--- src/rtl/offset_div_pkg.sv ---
// Shared definitions for the offset divider sequencing controller:
// state encoding and the step-counter width helper.
package offset_div_pkg;

   localparam int STATE_W = 3;

   localparam logic [STATE_W-1:0] S_IDLE  = 3'd0;
   localparam logic [STATE_W-1:0] S_LOAD  = 3'd1;
   localparam logic [STATE_W-1:0] S_SHIFT = 3'd2;
   localparam logic [STATE_W-1:0] S_TEST  = 3'd3;
   localparam logic [STATE_W-1:0] S_DONE  = 3'd4;

   // Counter must hold WIDTH-1; never narrower than one bit.
   function automatic int cnt_width(input int w);
      return (w <= 2) ? 1 : $clog2(w);
   endfunction

endpackage

--- src/rtl/offset_div_step_counter.sv ---
// Loadable down-counter tracking the remaining quotient bits; is_zero marks
// the final TEST step.
module offset_div_step_counter
   import offset_div_pkg::*;
#(
   parameter int WIDTH = 8
) (
   input  logic clk,
   input  logic rst,
   input  logic load,
   input  logic dec,
   output logic is_zero
);

   localparam int CW = cnt_width(WIDTH);
   localparam logic [CW-1:0] LOAD_VAL = CW'(WIDTH - 1);

   logic [CW-1:0] cnt_reg;

   always_ff @(posedge clk) begin
      if (rst) begin
         cnt_reg <= '0;
      end else if (load) begin
         cnt_reg <= LOAD_VAL;
      end else if (dec) begin
         cnt_reg <= cnt_reg - 1'b1;
      end
   end

   assign is_zero = (cnt_reg == '0);

endmodule

--- src/rtl/offset_div_ctrl.sv ---
// Sequencing controller for a restoring shift-subtract divider: issues bank
// enables only, one quotient bit per SHIFT/TEST pair.
module offset_div_ctrl
   import offset_div_pkg::*;
#(
   parameter int WIDTH = 8
) (
   input  logic clk,
   input  logic rst,
   input  logic start,
   input  logic divisor_zero,
   input  logic sub_ok,
   output logic load_en,
   output logic shift_en,
   output logic rem_load,
   output logic q_set,
   output logic busy,
   output logic done,
   output logic div_by_zero
);

   logic [STATE_W-1:0] state_reg;
   logic [STATE_W-1:0] state_next;
   logic               dbz_reg;
   logic               cnt_zero;
   logic               cnt_load;
   logic               cnt_dec;

   assign cnt_load = (state_reg == S_LOAD) && !divisor_zero;
   assign cnt_dec  = (state_reg == S_TEST) && !cnt_zero;

   offset_div_step_counter #(.WIDTH(WIDTH)) u_step_counter (
      .clk     (clk),
      .rst     (rst),
      .load    (cnt_load),
      .dec     (cnt_dec),
      .is_zero (cnt_zero)
   );

   always_ff @(posedge clk) begin
      if (rst) begin
         state_reg <= S_IDLE;
         dbz_reg   <= 1'b0;
      end else begin
         state_reg <= state_next;
         if (state_reg == S_LOAD) begin
            dbz_reg <= divisor_zero;
         end
      end
   end

   always_comb begin
      state_next = state_reg;
      case (state_reg)
         S_IDLE:  state_next = start ? S_LOAD : S_IDLE;
         S_LOAD:  state_next = divisor_zero ? S_DONE : S_SHIFT;
         S_SHIFT: state_next = S_TEST;
         S_TEST:  state_next = cnt_zero ? S_DONE : S_SHIFT;
         S_DONE:  state_next = S_IDLE;
         default: state_next = S_IDLE;
      endcase
   end

   // rem_load/q_set are the only Mealy outputs: the subtract result is
   // committed in the same TEST cycle the compare resolves.
   always_comb begin
      load_en     = 1'b0;
      shift_en    = 1'b0;
      rem_load    = 1'b0;
      q_set       = 1'b0;
      busy        = 1'b0;
      done        = 1'b0;
      div_by_zero = 1'b0;
      case (state_reg)
         S_LOAD: begin
            load_en = 1'b1;
            busy    = 1'b1;
         end
         S_SHIFT: begin
            shift_en = 1'b1;
            busy     = 1'b1;
         end
         S_TEST: begin
            busy     = 1'b1;
            rem_load = sub_ok;
            q_set    = sub_ok;
         end
         S_DONE: begin
            done        = 1'b1;
            div_by_zero = dbz_reg;
         end
         default: ;
      endcase
   end

endmodule

--- config.mk ---
export PLATFORM = sky130hd
export DESIGN_NAME = offset_div_ctrl
export DESIGN_NICKNAME = d
export VERILOG_FILES = /design/src/rtl/offset_div_pkg.sv /design/src/rtl/offset_div_step_counter.sv /design/src/rtl/offset_div_ctrl.sv
export SDC_FILE = /design/constraint.sdc
export NUM_CORES = 1
export LEC_CHECK = 0
export ABC_AREA = 0
export CORE_AREA = 10 10 47 49
export CTS_CLUSTER_SIZE = 25
export DETAILED_ROUTE_END_ITERATION = 8
export DIE_AREA = 0 0 57 59
export SYNTH_ARGS = -nofsm -noshare
export SYNTH_HDL_FRONTEND = slang
export SYNTH_SLANG_ARGS = --single-unit
export TNS_END_PERCENT = 5
--- constraint.sdc ---
create_clock -name clk -period 2.35 [get_ports clk]
set_clock_uncertainty 0.05 [all_clocks]
set_input_delay 0.235 -clock clk [delete_from_list [all_inputs] [get_ports clk]]
set_output_delay 0.235 -clock clk [all_outputs]
set_load 0.005 [all_outputs]
== After elaboration in Yosys (flattened, before gate mapping) ==
Cells that the tools add are included.
Word-level totals
  flip-flop bits (word level): 7
  output and inout bits: 7
  word-level logic and storage cells: 28
  ROM bits: 0
  memory bits (writable): 0
  bits in latches: 0
  memories kept: 0
Cells by class
  add/subtract/negate cells: 1
  multipliers: 0
  muxes and demuxes: 12
  reductions and logical operators: 8
  magnitude comparators: 0
  shift operators: 0
  divide/modulo/power cells: 0
  bitwise operators: 0
  eq/ne operators: 4
Operators by type and width (count)
  $mux W3: 4
  $pmux W3 S4: 1
  $mux W1: 7
  $eq A3 B2 Y1 const B: 2
  $logic_not A3 Y1: 2
  $eq A3 B1 Y1 const B: 1
  $eq A3 B3 Y1 const B: 1
  $reduce_or A3 Y1: 1
  $sub A3 B1 Y3 const B: 1
  $logic_and A1 B1 Y1: 2
  $logic_not A1 Y1: 2
  $reduce_bool A2 Y1: 1

== Logic depth before layout (Yosys ltp) ==
  depth after elaboration: 5
  mapped depth: 5
  mapped depth without buffers: 5

== Modules after synthesis ==
Synthesis repeated with hierarchy kept, for this count alone.
Second synthesis, totals
  cells, all modules: 45
  area, all modules: 401.6 um^2
By module, submodules not included
  offset_div_ctrl: times used 1, cells an instance 28, area an instance 247.7 um^2
  offset_div_step_counter: times used 1, cells an instance 17, area an instance 153.9 um^2

== Worst setup path after synthesis ==
Ideal clock, no wire load.
  path kind: reg2out
  start: register state_reg[2]
  end: output rem_load
  cell stages (with the launch flop): 6
  setup slack: 1.015 ns
  data arrival time: 1.050 ns
  buffers on the path: 3
  cells stage by stage: dfxtp_1 -> buf_6 -> and3b_1 -> buf_6 -> and2_2 -> buf_4
Between the ends
  cells in the longest elaborated chain, start to end: 2
Ends and longest elaborated chain
  start, declared: line offset_div_ctrl.sv:22  | logic [STATE_W-1:0] state_reg;
  start signal, assigned: line offset_div_ctrl.sv:45  | state_reg <= state_next;
  $eq A3 B2 Y1
  $mux W1
  end, declared: line offset_div_ctrl.sv:15  | output logic rem_load,
Every way passes these cells.

== Final worst setup path ==
  start: register state_reg[2]
  end: output rem_load
Between the ends
  cells in the longest elaborated chain, start to end: 2
Ends and longest elaborated chain
  $eq A3 B2 Y1: line offset_div_ctrl.sv:74  | case (state_reg)
  $mux W1: line offset_div_ctrl.sv:74
Every way passes these cells.

==> results.md <==
* Worst slew margin at about three quarters
* Antenna viol nets, final at 0
* Seq pwr share at 45.0%
* Status: finished clean
* Clock buffer depth at 2
* Reg clk slew, reported paths at around 0.050 ns
* Seq/Total Area, Yosys at a little over a third
* GPL Wtd Cong at approximately 0.67
* HP Start: dbz_reg
* Root buf cell: clkbuf_4
* Ant diodes at 0
* Router iterations before antenna repair at 4
* Max-cap violations at 0
* Min-Delay Path Class: flip-flop to flip-flop
* Clock Sinks at 7
* Die X at about 57 um
* Min-Delay Endpoint: dbz_reg
* I/O Buffers at 11
* Hold Violations, Final at 0
* Vias in the first global route at 344
* Worst skew pair latency at 0.25 ns
* WL final at 856 um
* Tmin final at approximately 2.1 ns
* Worst r2r dst: u_step_counter.cnt_reg[2]
* Initial core utilization at between 20% and 30%
* Synthesized cell area at approximately 400 sq um
* Die footprint at 3363 sq um
* Number of cell rows at 14
* Avg Cell Area, Syn at about 9.6 sq um
* Crit-path max FO at 10
* RSZ-0062 raised after global routing: false
* Comb pwr share at between 15 and 20%
* Grt total ovfl at 0
* First-pass GRT wire length at between 1500 and 2000 um
* Critical Path RT at between 2 and 2.5 ns
* Setup Buffers After CTS at 0
* Final setup viols at 0
* Yosys cell types at 20
* Synth Instances at between 40 and 50
* Maximum clock rate at roughly 480 MHz
* Layout cell share with drive strength beyond 1 at between 10% and 20%
* Post-route DRC at 0
* Worst reg2reg startpoint: state_reg[2]
* WL/cell at ~12 um
* Arr. time, crit path at around 1.8 ns
* Num ports at 12
* H-tree depth at 1
* Setup TNS at 0 ns
* Hold Buf Count CTS at 0
* Nets at 62
* Detailed router's first-iteration violation count at 8
* Period utilization at approximately nine tenths
* Top cells by area, synth: dfxtp_1 (35%), ha_1 (6.2%), nor4b_4 (5.9%), a211oi_1 (5.6%), buf_6 (5.6%)
* CTS tree: built
* Avg Vias per Cell at about 4.8
* Hold path depth at 2
* Post-Syn Nets at just under 50
* Via count at between 300 and 400
* CTS resizes at 0
* Chip height at about 59 um
* Critical path type: flip-flop to output pin
* Yosys reg bits at 7
* Slew Limit Fails at 0
* Worst R2R Setup Slack at 0.89 ns
* PwrDens at roughly 570 nW/um^2
* Worst Reg-to-Reg Cells at 3
* Core Area at ~1400 sq um
* Final hold slack at between 0.4 and 0.5 ns
* Largest area contributor in the netlist: dfxtp_1
* Clock network power share at a little over a third
* Most common cell after layout, fill and taps aside: clkdlybuf4s50_1
* Pin count of the biggest net entering global routing at 11
* P_int at between 0.0002 and 0.00025 W
* CTS Buf Count at 3
* Crit path launch type: flip-flop
* HPWL Detailed at slightly above 600 um
* Layout area overhead at 31.37%
* NetSw at 0.00007865 W
* Antenna violations before repair at 0
* Maximum vdd drop at between 0.0003 and 0.0004 V
* Switching Share at between 20% and 30%
* Critical path capture point type: output pin
* Worst Tran Pin Value at 0.3928 ns
* Overall global routing resource usage at between 5 and 6%
* P_leak at approximately 0.20 nW
* Commonest cells after routing, fill and taps aside: clkdlybuf4s50_1 (11), dfxtp_1 (7), inv_1 (4), nor2_1 (4), nor3_1 (4)
* Post-synth top area share at around a third
* Ys Warns at 0
[layout make-up]
type                    count  area (sq um)
fillers                   148         872.1
inverters                   4         15.01
clock buffers               4         26.28
flip-flops and latches      7         140.1
multi-input cells          28         217.7
well taps                  16         20.02
repair buffers             11         110.1
[critical path, cell delays in order, from the launching register on]
cell	delay [ns]
dfxtp_1	0.40
and3b_1	0.43
and2_2	0.20
clkdlybuf4s50_1	0.50
[power by group through the flow]
stage	Combinational (W)	Sequential (W)	Clock [W]
after detailed placement	0.0000557	0.000137	0
after global placement	0.0000551	0.000137	0
after global routing	0.0000630	0.000137	0.000120
after floorplan	0.0000341	0.000134	0
final	0.0000556	0.000135	0.000110
after CTS	0.0000562	0.000135	0.000115
[synthesized netlist by cell type (all sizes together)]
cell type,count
nor2,4
and3b,1
nor3b,2
a211oi,3
and2,2
a311oi,2
nor4,1
buf,3
a32oi,1
ha,2
inv,4
nand2b,1
and4b,1
dfxtp,7
nor3,5
and3,2
nor4b,1
[worst max-delay path by stage]
stage / start / to / cells after the start
floorplan: state_reg[2] / rem_load / 5
global placement: state_reg[2] / q_set / 3
detailed placement: state_reg[2] / q_set / 3
CTS: state_reg[2] / rem_load / 3
global route: state_reg[2] / rem_load / 3
finish: state_reg[2] / rem_load / 3
[metal layers]
layer	track usage, %	wire (um)	up-vias	share of wire, %
li1	-	-	175	-
met1	6.786	390	153	46
met2	7.907	390	10	46
met3	4.506	75	0	8.8
met4	1.678	0	0	0
met5	0	0	-	0
[per-stage QoR]
stage	total power [W]	utilization, %	instances	cell area, sq um	setup WS (ns)
global route	0.0003197	37.77	70	529.3	0.1565
floorplan	0.0001685	-	42	402.9	1.015
finish	0.0003008	37.77	70	529.3	0.2789
global placement	0.0001925	35.89	66	503.0	0.5720
CTS	0.0003060	37.77	70	529.3	0.2602
detailed placement	0.0001931	35.89	66	503.0	0.5466
[cell families (layout without fill, tap and decap cells)]
logic type / Yosys count / count (layout) / share of synthesized area (%)
simple gates: 20 / 20 / 35.71
buf+inv: 7 / 19 / 11.18
fa+ha+maj: 2 / 2 / 6.210
compound gates: 6 / 6 / 12.11
flops: 7 / 7 / 34.78
(Power assumes the default switching activity.)
